### src/rtl/comparator_4_checker_sweep_counter.sv
// ----------------------------------------------------------------------------
// cmp_sweep_counter
// Vector index for the operand sweep: clear, increment and terminal flag.
// Rev 1.0
// ----------------------------------------------------------------------------
`default_nettype none

module cmp_sweep_counter #(
   parameter int CNT_WIDTH = 8
) (
   input  logic                 clk,
   input  logic                 rst,
   input  logic                 clear,
   input  logic                 inc,
   output logic [CNT_WIDTH-1:0] cnt,
   output logic                 last
);

   localparam logic [CNT_WIDTH-1:0] c_one = CNT_WIDTH'(1);

   logic [CNT_WIDTH-1:0] r_cnt;

   always_ff @(posedge clk) begin
      if (rst) begin
         r_cnt <= '0;
      end else if (clear) begin
         r_cnt <= '0;
      end else if (inc) begin
         r_cnt <= r_cnt + c_one;
      end
   end

   assign cnt  = r_cnt;
   assign last = &r_cnt;

endmodule

`default_nettype wire

### config.mk
export PLATFORM = sky130hd
export DESIGN_NAME = cmp_sweep_counter
export DESIGN_NICKNAME = d
export VERILOG_FILES = /design/src/rtl/comparator_4_checker_sweep_counter.sv
export SDC_FILE = /design/constraint.sdc
export NUM_CORES = 1
export LEC_CHECK = 0
export ABC_AREA = 1
export CORE_AREA = 3 3 40 42
export CTS_CLUSTER_DIAMETER = 80
export DETAILED_ROUTE_END_ITERATION = 16
export DIE_AREA = 0 0 43 45
export HOLD_SLACK_MARGIN = 0.15
export PLACE_DENSITY = 0.58
export SETUP_SLACK_MARGIN = 0.5
export SYNTH_ARGS = -nofsm -noshare
export SYNTH_HDL_FRONTEND = slang
export SYNTH_SLANG_ARGS = --single-unit
### constraint.sdc
create_clock -name clk -period 1.3 [get_ports clk]
set_input_delay 0.39 -clock clk [delete_from_list [all_inputs] [get_ports clk]]
set_output_delay 0.39 -clock clk [all_outputs]
set_load 0.05 [all_outputs]
==> impl_results.md <==
- Syn Area/Cell: 7.177 um2
- Avg Vias per Cell: 4.561
- Largest register FFs: 8
- PortBufs: 12
- Vias in the first global route: 432
- Starting density of the core: 29.60%
- Full die area: 1935 um2
- Post-route minimum period: 1.646 ns
- Inst Count DP: 87
- RSZ-0062 raised after global routing: true
- Lkg Pwr: 0.3596 nW
- Crit Path Max Fanout: 2
- Violated checks: negative setup slack
- Clock Sinks: 8
- P per Cell Area: 572.8 nW/um2
- Setup slack after layout: -0.3459 ns
- Core ar.: 1285 um2
- Synth Instances: 53
- # hold bufs at CTS: 0
- Vias: 447
- Synth warn: 0
- Sequential share of the synthesized area: 42.11%
- Distinct cells, synth: 14
- Rel. slew slack: 86.26%
- Number of I/O pins: 13
- Most frequent cells in the layout: 10 x buf_6, 9 x buf_12, 8 x dfxtp_4, 7 x nor2_1, 7 x nand2_1
- Syn Nets: 58
- Number of register bits inferred by synthesis: 8
- Share of layout cells above drive strength 1: 66.27%
- Die Y: 45 um
- Detailed-route DRC error count: 0
- Setup Skew: 0.01136 ns
- Crit path DAT: 1.26 ns
- Max IR drop VDD: 0.6238 mV
- CTS Buffer Depth: 2
- Final-report hold violation count: 0
- CTS clk-pin slew, worst paths: 0.06 ns
- Post-Syn Area: 380.4 um2
- # diodes: 0
- Most common cell after layout, fill and taps aside: buf_6
- Fmax: 607.6 MHz
- Layout fillers: 95
- Worst-skew pair later-pin latency: 0.25 ns
- Largest net degree at the start of global routing: 9
- Max_cap viols: 0
- All-Layer GR Usage: 12.51%
- Cts bufs inserted: 3
- CP endpoint kind: output port
- Area after DPL: 728.2 um2
- Clock Tree Root: clkbuf_4
- Final HPWL DP: 730.9 um
- Finish-stage setup viols: 2
- Initial antenna violation count: 0
- Gr ovfl total: 0
- Req. time, crit path: 0.91 ns
- Finished Cell Area: 870.8 um2
- Max-slew violation count: 0
- Final ANT Viol Nets: 0
- First-pass GRT wire length: 1.869 mm
- Met1 Use GR: 15.98%
- Critical path class: register to output port
- Final #Nets: 90
- Fin cells: 98
- Final worst path period share: 126.6%
- Drt first pass iters: 4
- Htree depth: 1
- Met3 usage: 1.195%
- Area growth from synthesis to layout: 128.9%
- CP Launch Type: register
- Status: finished, violations left
- Die Wd: 43 um
- Worst slew pin tran: 0.2055 ns
- Top Usage Layer GRT: met2
- Tightest Hold Check Type: primary input to register
- Final wirelength: 1.087 mm
- Iter 0 DRT Violations: 3
- Met2 Resource Use GR: 21.56%
- DR WL/cell: 11.09 um
- CTS tree: done
- Final Wtd Congestion: 0.7440
- Std cell rows: 13
[metrics by stage]
step / TNS, ns / total power [W] / util [%] / hold WS (ns) / worst slack (ns)
detailed placement: -1.340 / 0.0003039 / 56.67 / 0.4739 / -0.2413
global placement: -1.176 / 0.0003030 / 56.67 / 0.4736 / -0.2345
CTS: -0.3434 / 0.0004921 / 63.00 / 0.4163 / -0.3434
floorplan: -0.3375 / 0.0002681 / - / 0.4693 / -0.3375
global route: -0.7270 / 0.0005279 / 67.77 / 0.3976 / -0.3973
finish: -0.5371 / 0.0004988 / 67.77 / 0.3803 / -0.3459
[synth_stat cells]
library cell  count  share of area [%]
a21oi_1           5                6.6
dfxtp_1           8                 42
ha_1              1                3.3
inv_1             7                6.9
nand2_1           9                8.9
nand2_2           1                1.6
nand3_1           2                2.6
nand3_2           1                2.6
nand4_1           2                3.3
nor2_1           10                9.9
nor2_4            1                3.0
nor3_1            1                1.3
nor3_2            1                2.6
o21ai_0           4                5.3
[critical path, stage by stage, from the launching register on]
cell and delay [ns]:
dfxtp_4 0.36, ha_4 0.13, nand4_1 0.12, nor3_4 0.24, buf_12 0.16
[kinds of logic (layout without fill, tap and decap cells)]
group                      after synthesis  in the layout  synth area share (%)
and+or+nand+nor                         28             28                 35.86
buffers and inverters                    7             37                 6.909
DFF                                      8              8                 42.10
AOI/OAI and AO/OA                        9              9                 11.84
adders and majority gates                1              1                 3.289
[final timing paths]
kind	startpoint	end	slack, ns	depth (start not counted)
worst max-delay path	cnt[1]	last	-0.35	4
worst min-delay path	clear	cnt[1]	0.38	4
worst max register to register	cnt[1]	cnt[5]	0.01	9
worst min register to register	cnt[3]	cnt[3]	0.51	1
[layer usage]
metal  share of wire, %  up-vias
met2                 52       10
met3                3.9        0
met4                  0        0
met5                  0        -
li1                   -      236
met1                 44      201
[timing repair]
item | 4_1_cts | 5_1_grt
pin swaps | 6 | 10
endpoints found under the setup margin | 17 | 17
resized for setup | 23 | 9
setup buffers | 3 | 5
[power by group]
| group | internal, W | switching (W) |
|---|---|---|
| logic | 0.0000351 | 0.0000359 |
| clock network | 0.000106 | 0.0000856 |
| registers | 0.000233 | 0.00000300 |
[area by class of cell]
class                           count  area [um2]  share of cell area, %
Clock buffer                        3       22.52                  2.586
Inverter                            7       26.28                  3.017
Multi-Input combinational cell     38       265.3                  30.46
Sequential cell                     8       190.2                  21.84
Tap cell                           15       18.77                  2.155
Timing Repair Buffer               27       347.8                  39.94
Power figures use the tool's default switching activity.
